$ cat src/rtl/fifo_uart_tx.sv
// rtl/fifo_uart_tx.sv - FIFO-fed UART transmitter; optional parity via FIFO_UART_TX_PARITY_EN
module fifo_uart_tx #(
    parameter int CLKS_PER_BIT = 16,
    parameter int DATA_WIDTH   = 8,
    parameter int STOP_BITS    = 1
) (
    input  logic                  clk,
    input  logic                  rst,
    input  logic                  tx_enable,
    input  logic                  fifo_empty,
    output logic                  fifo_rd_en,
    input  logic [DATA_WIDTH-1:0] fifo_dout,
`ifdef FIFO_UART_TX_PARITY_EN
    input  logic                  parity_odd,
`endif
    output logic                  tx,
    output logic                  busy,
    output logic                  byte_done
);

    localparam int BAUD_W = $clog2(CLKS_PER_BIT);
    localparam int BIT_W  = $clog2(DATA_WIDTH + 1);
    localparam logic [BAUD_W-1:0] BAUD_LAST = BAUD_W'(CLKS_PER_BIT - 1);
    localparam logic [BIT_W-1:0]  DATA_LAST = BIT_W'(DATA_WIDTH - 1);
    localparam logic [BIT_W-1:0]  STOP_LAST = BIT_W'(STOP_BITS - 1);

    typedef enum logic [2:0] {
        S_IDLE,
        S_FETCH,
        S_LOAD,
        S_START,
        S_DATA,
        S_PARITY,
        S_STOP
    } state_t;

    state_t                  state_q, state_d;
    logic [BAUD_W-1:0]       baud_q, baud_d;
    logic [BIT_W-1:0]        bit_q, bit_d;
    logic [DATA_WIDTH-1:0]   shift_q, shift_d;
    logic                    tx_d;
    logic                    bit_end;
    logic                    parity_q;

    assign bit_end = (baud_q == BAUD_LAST);
    assign busy    = (state_q != S_IDLE);

`ifdef FIFO_UART_TX_PARITY_EN
    // Parity of the popped byte is latched together with the data in LOAD
    always_ff @(posedge clk) begin
        if (rst) begin
            parity_q <= 1'b0;
        end else if (state_q == S_LOAD) begin
            parity_q <= (^fifo_dout) ^ parity_odd;
        end
    end
`else
    assign parity_q = 1'b1;
`endif

    // State, counters, shift register and the registered serial line
    always_ff @(posedge clk) begin
        if (rst) begin
            state_q <= S_IDLE;
            baud_q  <= '0;
            bit_q   <= '0;
            shift_q <= '0;
            tx      <= 1'b1;
        end else begin
            state_q <= state_d;
            baud_q  <= baud_d;
            bit_q   <= bit_d;
            shift_q <= shift_d;
            tx      <= tx_d;
        end
    end

    // Next-state, counter updates, FIFO pop strobe and frame-done pulse
    always_comb begin
        state_d    = state_q;
        baud_d     = baud_q;
        bit_d      = bit_q;
        shift_d    = shift_q;
        fifo_rd_en = 1'b0;
        byte_done  = 1'b0;
        if (state_q inside {S_START, S_DATA, S_PARITY, S_STOP}) begin
            baud_d = bit_end ? '0 : baud_q + 1'b1;
        end
        case (state_q)
            S_IDLE: begin
                if (tx_enable && !fifo_empty) begin
                    fifo_rd_en = 1'b1;
                    state_d    = S_FETCH;
                end
            end
            S_FETCH: state_d = S_LOAD;
            S_LOAD: begin
                shift_d = fifo_dout;
                baud_d  = '0;
                bit_d   = '0;
                state_d = S_START;
            end
            S_START: begin
                if (bit_end) begin
                    bit_d   = '0;
                    state_d = S_DATA;
                end
            end
            S_DATA: begin
                if (bit_end) begin
                    shift_d = shift_q >> 1;
                    if (bit_q == DATA_LAST) begin
                        bit_d = '0;
`ifdef FIFO_UART_TX_PARITY_EN
                        state_d = S_PARITY;
`else
                        state_d = S_STOP;
`endif
                    end else begin
                        bit_d = bit_q + 1'b1;
                    end
                end
            end
            S_PARITY: begin
                if (bit_end) begin
                    bit_d   = '0;
                    state_d = S_STOP;
                end
            end
            S_STOP: begin
                if (bit_end) begin
                    if (bit_q == STOP_LAST) begin
                        byte_done = 1'b1;
                        bit_d     = '0;
                        state_d   = S_IDLE;
                    end else begin
                        bit_d = bit_q + 1'b1;
                    end
                end
            end
            default: state_d = S_IDLE;
        endcase
    end

    // Line level follows the state being entered so tx lines up with the state register
    always_comb begin
        tx_d = 1'b1;
        case (state_d)
            S_START:  tx_d = 1'b0;
            S_DATA:   tx_d = shift_d[0];
            S_PARITY: tx_d = parity_q;
            default:  tx_d = 1'b1;
        endcase
    end

endmodule

$ cat config.mk
export PLATFORM = sky130hd
export DESIGN_NAME = fifo_uart_tx
export DESIGN_NICKNAME = d
export VERILOG_FILES = /design/src/rtl/fifo_uart_tx.sv
export SDC_FILE = /design/constraint.sdc
export NUM_CORES = 1
export LEC_CHECK = 0
export BUFFER_PORTS_ARGS = -buffer_cell sky130_fd_sc_hd__buf_2
export CORE_ASPECT_RATIO = 1.75
export CORE_UTILIZATION = 45
export DETAILED_ROUTE_END_ITERATION = 8
export PLACE_DENSITY = 0.65
export SLEW_MARGIN = 10
export SYNTH_ARGS = -nofsm -noshare
export SYNTH_HDL_FRONTEND = slang
export SYNTH_SLANG_ARGS = --single-unit
$ cat constraint.sdc
create_clock -name clk -period 2.05 [get_ports clk]
set_clock_uncertainty 0.1 [all_clocks]
set_input_delay 0.41 -clock clk [delete_from_list [all_inputs] [get_ports clk]]
set_output_delay 0.41 -clock clk [all_outputs]
set_load 0.01 [all_outputs]
Word level (Yosys, flattened, before mapping)

Cells that the tools add are included.
W data, S select, Z words.

Flip-flop bits (word level): 20
Input port bits: 12
Output and inout port bits: 4

Add/sub/neg operators: 2
Equality and inequality tests: 13
Mux-type cells: 23
Reductions and logical operators: 12

Operators with widths:

| kind                  | count |
|---|---|
| $mux W4               | 6 |
| $mux W3               | 7 |
| $pmux W3 S7           | 1 |
| $pmux W4 S4           | 1 |
| $pmux W8 S2           | 1 |
| $eq A3 B3 Y1 const B  | 4 |
| $eq A3 B2 Y1 const B  | 3 |
| $add A4 B1 Y4 const B | 2 |
| $mux W8               | 1 |
| $reduce_bool A4 Y1    | 2 |
| $mux W1               | 5 |
| $eq A4 B3 Y1 const B  | 1 |
| $eq A4 B4 Y1 const B  | 1 |
| $logic_not A4 Y1      | 1 |
| $ne A2 B2 Y1 const B  | 2 |
| $reduce_and A4 Y1     | 1 |
| $reduce_or A2 Y1      | 2 |
| $eq A3 B1 Y1 const B  | 1 |
| $logic_not A3 Y1      | 1 |
| $reduce_bool A3 Y1    | 1 |
| $ne A2 B1 Y1 const B  | 1 |
| $pmux W1 S2           | 1 |
| $reduce_and A2 Y1     | 1 |
| $reduce_bool A2 Y1    | 1 |
| other kinds (2)       | 2 |

Logic depth before layout (Yosys ltp)

Gate-level depths: netlist (run 1).

Depth after elaboration: 6
Gate-level depth with buffers: 7
Gate-level depth less buffers: 6

Worst setup path after synthesis (run 1)

No wires, ideal clock.

Path kind: reg-to-output
Start point: register baud_q[0]
End point: output port byte_done
Data arrival time: 1.234 ns
Required time: 1.540 ns
Setup slack: 0.306 ns
Stages on the path, launching flop included: 6
Path buffers: 1
Cell sequence: dfxtp_1 -> ha_1 -> and3_1 -> buf_2 -> and3_1 -> and4_1

Word-level cells in the longest chain between the ends: 3

RTL lines:

| what                   | line | source |
|---|---|---|
| start, declared        | 38   | `logic [BAUD_W-1:0] baud_q, baud_d;` |
| start signal, assigned | 71   | `baud_q <= baud_d;` |
| $eq A4 B4 Y1           | 45   | `assign bit_end = (baud_q == BAUD_LAST);` |
| $mux W1                | 131  | `if (bit_end) begin` |
| $mux W1                | 89   | `case (state_q)` |
| end, declared          | 18   | `output logic byte_done` |

Every way passes these cells.

Worst setup path in the final report (run 1)

Same ends and word-level chain as after synthesis.

==> reports/results.txt, run 1 <==
Outcome = completed
Worst r2r path cells = 7
Final hold violation count = 0
Maximum vdd drop = 0.309 mV
# nets final = 169
Metal-1 WL = 945 µm
Die Area = 0.00260 mm²
Worst Hold Class = in -> reg
CP Launch Point = baud_q[0]
Fin area = 0.00128 mm²
Crit path DAT = 1.48 ns
Final hold slack = 0.314 ns
Cell Area, Placed = 0.00119 mm²
R2r setup slk = 0.27 ns
R2r endpoint = tx
Gate Count Post-Synth = 133
Synth Register Bits = 20
Hold Buf Count CTS = 0
Post-route core utilization = 56.4%
LEAKAGE = 0.489 nW
Worst-path cell chain = ha_4 > and3_4 > and3_4 > and4_1 > buf_2
Largest net degree at the start of global routing = 23
Avg Vias per Cell = 5.89
Clock Path Buffers = 2
Die X = 38.9 µm
Pre-antenna DRT Iters = 6
Core Region = 0.00227 mm²
Worst setup SP type = flop
Syn_nets = 148
Total CTS buffers = 3
Inst Count DP = 171
Most frequent cells in the layout = a21oi_1, dfxtp_1, nand2_1, buf_2
Clock-pin slew on the worst setup and hold paths = 0.07 ns
Max-Cap Viols = 0
Via count = 1042
Slew headroom = 69.1%
Die Ht = 66.7 µm
Hold path depth = 3
Fin crit share = 97.1%
Synth unique cells = 36
Final non-filler cell total = 177
Initial antenna violation count = 0
TNS Setup = 0 ns
Register area share after synthesis = 37.3%
Tmin final = 1.99 ns
Row count = 23
Pre-CTS WS = 0.125 ns
Post-route DRC = 0
Vias in the first global route = 951
Mapped cell area = 0.00107 mm²
DRT Wirelength = 2360 µm
CTS H-tree depth = 1
RR Startpoint = baud_q[0]
Final Worst Setup Slack = 0.0587 ns
Most frequent CP cell = and3_4
Worst endpoint required time = 1.54 ns
Synth Warn # = 0
CP max stage cell = dfxtp_4
Setup violators final = 0
Ys async rst share = 0%
Setup CP Type = reg -> out
Clock latency on the worst-skew pair = 0.25 ns
Port Buf Inserts = 15
Detailed Place HPWL = 1720 µm
Setup crit end kind = primary output
Ys flop type = dfxtp_1
Worst-path fanout max = 7
Largest stage delay, worst path = 0.37 ns
Max-slew violation count = 0
GRT Total Usage = 20.2%
Global-route wire length before repair = 3780 µm
I/O pin cnt = 16
Tot Pwr = 0.755 mW
Sink Count = 20
Uppermost layer routed = met4
GRT overflow = 0
Met3 WL post-DR = 72 µm
Initial core utilization = 47.3%
Syn Area/Cell = 8.08 µm²
Wire per inst = 13.3 µm
Post-DRT Antenna Nets = 0
Metal2 WL = 1320 µm
Hold path start = fifo_dout[7]
Routability cong. = 0.812
Number of inserted diodes = 0
Fmax = 0.502 GHz
Hold path endpoint = shift_q[7]
CTS root buffer = clkbuf_8
Layout cells sized above 1 = 25.0%
Initial DRC count = 22
Pwr dens = 588 mW/mm²
TritonCTS clock tree = done
Post-synth EDFFs = 0
Layout overhead on the synthesized area = 19.3%
Slew @ Worst Pin = 0.461 ns
how the worst max path moves through the flow:
| stage | slack (ns) | endpoint | cells past startpoint |
|---|---|---|---|
| detailed placement | 0.13 | byte_done | 5 |
| finish | 0.06 | byte_done | 5 |
| global placement | 0.17 | byte_done | 5 |
| global route | -0.007 | byte_done | 5 |
| CTS | 0.005 | byte_done | 5 |
| floorplan | 0.31 | byte_done | 5 |
Yosys cell counts, types with 2 or more instances:
master,n,area (µm²)
o21ai_0,3,15.0
nor3b_2,2,25.0
a21oi_1,18,90.1
nand2_1,15,56.3
nor2_1,9,33.8
clkbuf_1,3,11.3
nand4_1,2,12.5
and3_1,2,12.5
buf_2,4,20.0
a31oi_1,2,12.5
a21o_1,2,15.0
nand3_1,3,15.0
nand2b_1,6,37.5
nor3_1,8,40.0
a22oi_1,6,45.0
dfxtp_1,20,400
xor2_1,2,17.5
nor3b_1,2,15.0
ha_1,3,37.5
and2_1,2,12.5
inv_1,4,15.0
final cells by class:
class,instances,area [µm²]
sequential,20,405
multi-input combinational,101,647
timing repair buffer,24,143
clock buffer,3,41.3
tap,25,31.3
inverter,4,15.0
fill,219,991
metal layers:
layer | up-vias | track usage [%]
met4 | 0 | 9.05
met3 | 2 | 2.33
met2 | 24 | 37.5
met5 | - | 0
li1 | 521 | -
met1 | 495 | 21.0
registers in the layout, summed over array words and instances, names as in the netlist:
signal / flops
shift_q: 8
baud_q: 4
state_q: 3
bit_q: 4
tx: 1
power by group:
part	internal, mW	switching (mW)	total, mW
sequential	0.400	0.00746	0.407
combinational	0.0448	0.0564	0.101
clock	0.130	0.116	0.246
cell families after synthesis:
group,count (synthesis),share of synthesized area [%]
flip-flops,20,37.3
XOR/XNOR,2,1.63
buffers and inverters,12,4.66
multiplexers,1,0.931
AO/OA/AOI/OAI,38,23.2
AND/OR/NAND/NOR,57,28.9
adder cells (fa/ha/maj),3,3.49
worst max-delay path, delay by kind of cell, from the launching register on:
family        cells  cell delay (ns)
fa+ha+maj         1             0.14
flops             1             0.37
simple gates      3             0.60
buf+inv           1             0.12
repair_timing:
action | in CTS | in global routing
endpoints found under the setup margin | 1 | 1
resized for setup | 6 | 2
buffers inserted | 0 | 3
Note: power is estimated with default switching activity, not from simulation.
==> run 2, diff against run 1 <==
--- a/config.mk
+++ b/config.mk
@@ -5,11 +5,13 @@
 export SDC_FILE = /design/constraint.sdc
 export NUM_CORES = 1
 export LEC_CHECK = 0
-export BUFFER_PORTS_ARGS = -buffer_cell sky130_fd_sc_hd__buf_2
+export CELL_PAD_IN_SITES_DETAIL_PLACEMENT = 0
+export CELL_PAD_IN_SITES_GLOBAL_PLACEMENT = 1
 export CORE_ASPECT_RATIO = 1.75
 export CORE_UTILIZATION = 45
 export DETAILED_ROUTE_END_ITERATION = 8
-export PLACE_DENSITY = 0.65
+export DONT_BUFFER_PORTS = 1
+export PLACE_DENSITY_LB_ADDON = 0.1
 export SLEW_MARGIN = 10
 export SYNTH_ARGS = -nofsm -noshare
 export SYNTH_HDL_FRONTEND = slang
==> run 2 against run 1 <==
First-iteration DRC count is 4.5% lower. Cell area is 6.1% lower. Sequential share of layout area is 1.9 points higher. Final cell count is 8.5% lower. Routed wire length is 0.21% higher. Total power is 4.3% higher. Critical path type unchanged. Largest cell class unchanged. Highest routed layer unchanged.
==> reports/results.txt, run 2 (synthesis results as in run 1) <==
Initial antenna violation count = 0
Slew @ Worst Pin = 0.423 ns
CTS root buffer = clkbuf_8
Setup crit end kind = primary output
Routability cong. = 0.870
DRT Wirelength = 2360 µm
Via count = 957
Crit path DAT = 1.48 ns
Final non-filler cell total = 162
GRT overflow = 0
Final hold violation count = 0
Worst-path cell chain = ha_2 > and3_4 > and3_4 > and4_4
Worst Hold Class = in -> reg
Wire per inst = 14.6 µm
Largest net degree at the start of global routing = 23
LEAKAGE = 0.430 nW
Worst endpoint required time = 1.54 ns
CTS H-tree depth = 1
Worst-path fanout max = 7
Layout overhead on the synthesized area = 12.0%
Pwr dens = 654 mW/mm²
Fin crit share = 97.3%
Inst Count DP = 158
Fmax = 0.501 GHz
Most frequent cells in the layout = a21oi_1, dfxtp_1, nand2_1, nor2_1
Global-route wire length before repair = 3770 µm
Number of inserted diodes = 0
Post-route DRC = 0
Buf+Inv Stages, Crit Path = 0
Clock Path Buffers = 2
Outcome = completed
Row count = 23
Fillers = 233
Setup violators final = 0
Port Buf Inserts = 0
Max-Cap Viols = 0
Die Area = 0.00260 mm²
I/O pin cnt = 16
Pre-CTS WS = 0.190 ns
Die Ht = 66.7 µm
TritonCTS clock tree = done
Total CTS buffers = 3
Slew headroom = 71.7%
Reg with most FFs = shift_q
Initial DRC count = 21
Critical path's top delay family = simple AND/OR/NAND/NOR gates
Max reg flops = 8
Detailed Place HPWL = 1760 µm
Clock-pin slew on the worst setup and hold paths = 0.07 ns
Post-DRT Antenna Nets = 0
Tot Pwr = 0.787 mW
Pre-antenna DRT Iters = 4
Core Region = 0.00227 mm²
Biggest regs = shift_q: 8 flops, baud_q: 4 flops, bit_q: 4 flops
Worst setup SP type = flop
Vias in the first global route = 882
Avg Vias per Cell = 5.91
Max-slew violation count = 0
Most frequent CP cell = and3_4
Final Worst Setup Slack = 0.0557 ns
Maximum vdd drop = 0.406 mV
Die X = 38.9 µm
Sink Count = 20
Largest stage delay, worst path = 0.35 ns
Setup CP Type = reg -> out
Clock latency on the worst-skew pair = 0.26 ns
GRT Total Usage = 21.1%
Initial core utilization = 47.3%
CP max stage cell = dfxtp_2
Tmin final = 1.99 ns
# nets final = 153
Layout cells sized above 1 = 17.5%
==> run 2: worst register-to-register path, stage by stage, from the launching register on <==
cell	delay, ns
dfxtp_2	0.34
ha_2	0.19
nand3_1	0.21
nor3_2	0.07
buf_4	0.17
a221oi_2	0.29
nand2_1	0.08
o31a_1	0.24
==> run 2: metrics by stage <==
| stage | utilization (%) | setup TNS (ns) | area, µm² | hold slack [ns] |
|---|---|---|---|---|
| 2_1_floorplan | - | 0 | 1070 | 0.336 |
| 3_3_place_gp | 49.8 | 0 | 1130 | 0.338 |
| 3_5_place_dp | 49.8 | 0 | 1130 | 0.340 |
| 4_1_cts | 52.4 | 0 | 1190 | 0.105 |
| 5_1_grt | 52.9 | -0.00194 | 1200 | 0.0983 |
| 6_report | 52.9 | 0 | 1200 | 0.119 |
==> run 2: report_power, final <==
part	total (mW)	internal (mW)	switching [mW]
registers	0.407	0.401	0.00643
clock network	0.297	0.171	0.126
logic	0.0827	0.0356	0.0471
total	0.787	0.608	0.179
==> run 2: path summary, 6_finish.rpt <==
kind | startpoint | endpoint | slack, ns | cells past startpoint
worst max-delay path | baud_q[0] | byte_done | 0.06 | 4
worst min-delay path | rst | baud_q[0] | 0.12 | 1
worst min register to register | shift_q[4] | shift_q[4] | 0.35 | 2
worst max register to register | baud_q[0] | tx | 0.26 | 7
==> run 2: area by class of cell <==
class	count	area (µm²)	share of cell area, %
Multi-Input combinational cell	101	639	53.1
Tap cell	25	31.3	2.60
Timing Repair Buffer	8	60.1	4.99
Clock buffer	4	55.1	4.57
Sequential cell	20	403	33.5
Inverter	4	15.0	1.25
==> run 2: timing repair <==
item / CTS / global route
buffers inserted: 0 / 0
pin swaps: 0 / 0
setup endpoints to repair: 1 / 1
hold buffers: 0 / 0
gates resized for setup: 2 / 5
==> run 2: routing by layer <==
layer / share of wire [%] / global-route usage, %
met1: 40 / 22.3
met5: 0 / 0
met4: 2.4 / 12.9
met2: 55 / 36.7
met3: 2.9 / 3.33
==> run 3, diff against run 2 <==
--- a/config.mk
+++ b/config.mk
@@ -7,7 +7,7 @@
 export LEC_CHECK = 0
 export CELL_PAD_IN_SITES_DETAIL_PLACEMENT = 0
 export CELL_PAD_IN_SITES_GLOBAL_PLACEMENT = 1
-export CORE_ASPECT_RATIO = 1.75
+export CORE_MARGIN = 4
 export CORE_UTILIZATION = 45
 export DETAILED_ROUTE_END_ITERATION = 8
 export DONT_BUFFER_PORTS = 1
==> run 3 against run 2 <==
Hold slack worse by 0.062 ns. Routed wire length down 4.2%. Maximum frequency increased by 0.25%. Clock-buffer cell count decreased by 1. Via count down 0.84%. Total power is 2.7% higher. First-iteration DRC count is 19% lower. Clock power rose by 8.8%. Cell area increased by 0.52%. Sequential share of layout area is 0.17 points lower. Die area is 25% higher. Utilization is 1.2 points higher. Highest routed layer unchanged.
==> reports/results.txt, run 3 (synthesis results as in run 1) <==
Largest net degree at the start of global routing = 23
Max-Cap Viols = 0
Fin crit share = 97.0%
Sink Count = 20
Worst Hold Class = in -> reg
CP max stage cell = dfxtp_2
Number of inserted diodes = 0
Total CTS buffers = 3
TNS Setup = 0 ns
Die Ht = 56.9 µm
CTS H-tree depth = 1
Final hold slack = 0.0560 ns
Sw Share = 21.9%
Worst endpoint required time = 1.54 ns
Slew @ Worst Pin = 0.530 ns
Slew headroom = 64.5%
Die X = 56.9 µm
Largest stage delay, worst path = 0.39 ns
Row count = 17
Layout overhead on the synthesized area = 12.6%
Biggest regs = shift_q: 8 flops, baud_q: 4 flops, bit_q: 4 flops
Clock Path Buffers = 2
Sequential Power Share = 51.1%
# nets final = 152
Initial core utilization = 48.1%
Combinational share of power = 8.9%
Final hold violation count = 0
Die Area = 0.00323 mm²
Core Region = 0.00223 mm²
Maximum vdd drop = 0.455 mV
GRT overflow = 0
Post-DRT Antenna Nets = 0
Int Pwr = 0.631 mW
Global-route wire length before repair = 3790 µm
Post-route DRC = 0
Tmin final = 1.99 ns
Most frequent CP cell = and3_4
Clock latency on the worst-skew pair = 0.30 ns
DRT Wirelength = 2260 µm
Clock share of power = 40.0%
Worst-path fanout max = 4
Max reg flops = 8
Pre-antenna DRT Iters = 4
Unrepaired setup endpoints after global routing = no
Layout cells sized above 1 = 17.6%
Outcome = completed
Initial antenna violation count = 0
Via count = 949
Avg Vias per Cell = 5.79
Vias in the first global route = 811
Fillers = 224
P_sw = 0.177 mW
Routability cong. = 0.824
I/O pin cnt = 16
Max-slew violation count = 0
Worst-path cell chain = ha_4 > and3_4 > and3_4 > and4_4
Port Buf Inserts = 0
Clock-pin slew on the worst setup and hold paths = 0.11 ns
Crit path DAT = 1.48 ns
Fmax = 0.503 GHz
Detailed Place HPWL = 1550 µm
Wire per inst = 13.8 µm
Worst setup SP type = flop
Initial DRC count = 17
Most frequent cells in the layout = a21oi_1, dfxtp_1, nand2_1, nor2_1, nor3_1
Hold Buf Count CTS = 0
CTS root buffer = clkbuf_4
Setup crit end kind = primary output
Reg with most FFs = shift_q
Setup CP Type = reg -> out
Pwr dens = 668 mW/mm²
GRT Total Usage = 14.6%
Setup violators final = 0
TritonCTS clock tree = done
LEAKAGE = 0.424 nW
[run 3: power groups by stage]
| stage | Clock [mW] | Sequential [mW] | Combinational (mW) |
|---|---|---|---|
| after floorplan | 0 | 0.416 | 0.0640 |
| after CTS | 0.330 | 0.413 | 0.0707 |
| after detailed placement | 0 | 0.422 | 0.0702 |
| after global placement | 0 | 0.422 | 0.0703 |
| final | 0.323 | 0.413 | 0.0717 |
| after global routing | 0.356 | 0.416 | 0.0800 |
[run 3: worst paths after layout]
path               from          to  slack (ns)  cells after the start
max           baud_q[0]   byte_done        0.06                      4
min                 rst    bit_q[1]        0.06                      1
max reg2reg  state_q[1]   baud_q[2]        0.29                      6
min reg2reg  shift_q[3]  shift_q[3]        0.36                      2
[run 3: per-stage QoR]
step                      std cells  setup slack (ns)  util (%)  area (µm²)  power (mW)
after floorplan                 133             0.306         -        1070       0.480
after detailed placement        158             0.191      49.8        1110       0.492
after CTS                       162           0.00198      52.8        1180       0.814
after global routing            164           0.00704      54.2        1210       0.852
final                           164            0.0608      54.2        1210       0.808
after global placement          158             0.231      49.8        1110       0.492
[run 3: critical path: cells and delay by family, from the launching register on]
| family | cells | cell delay, ns |
|---|---|---|
| adder cells (fa/ha/maj) | 1 | 0.15 |
| flip-flops | 1 | 0.39 |
| AND/OR/NAND/NOR | 3 | 0.63 |
[run 3: metal layers]
layer | track usage, % | vias up | part of all wire [%]
li1 | - | 488 | -
met1 | 20.8 | 443 | 48
met2 | 21.5 | 16 | 47
met3 | 5.29 | 2 | 4.3
met4 | 1.99 | 0 | 0.31
met5 | 0 | - | 0
[run 3: area by class of cell]
cell class	count	area, µm²	share of cell area (%)
timing repair buffer	7	52.6	4.34
tap	28	35.0	2.90
inverter	4	15.0	1.24
multi-input combinational	101	652	53.9
clock buffer	3	22.5	1.86
clock inverter	1	30.0	2.48
sequential	20	403	33.3
[run 3: repair_timing]
item	CTS	global route
gates cloned	0	0
gates resized for setup	6	3
setup buffers	0	2
pin swaps	1	0
endpoints found under the setup margin	1	2
hold endpoints to repair	0	0
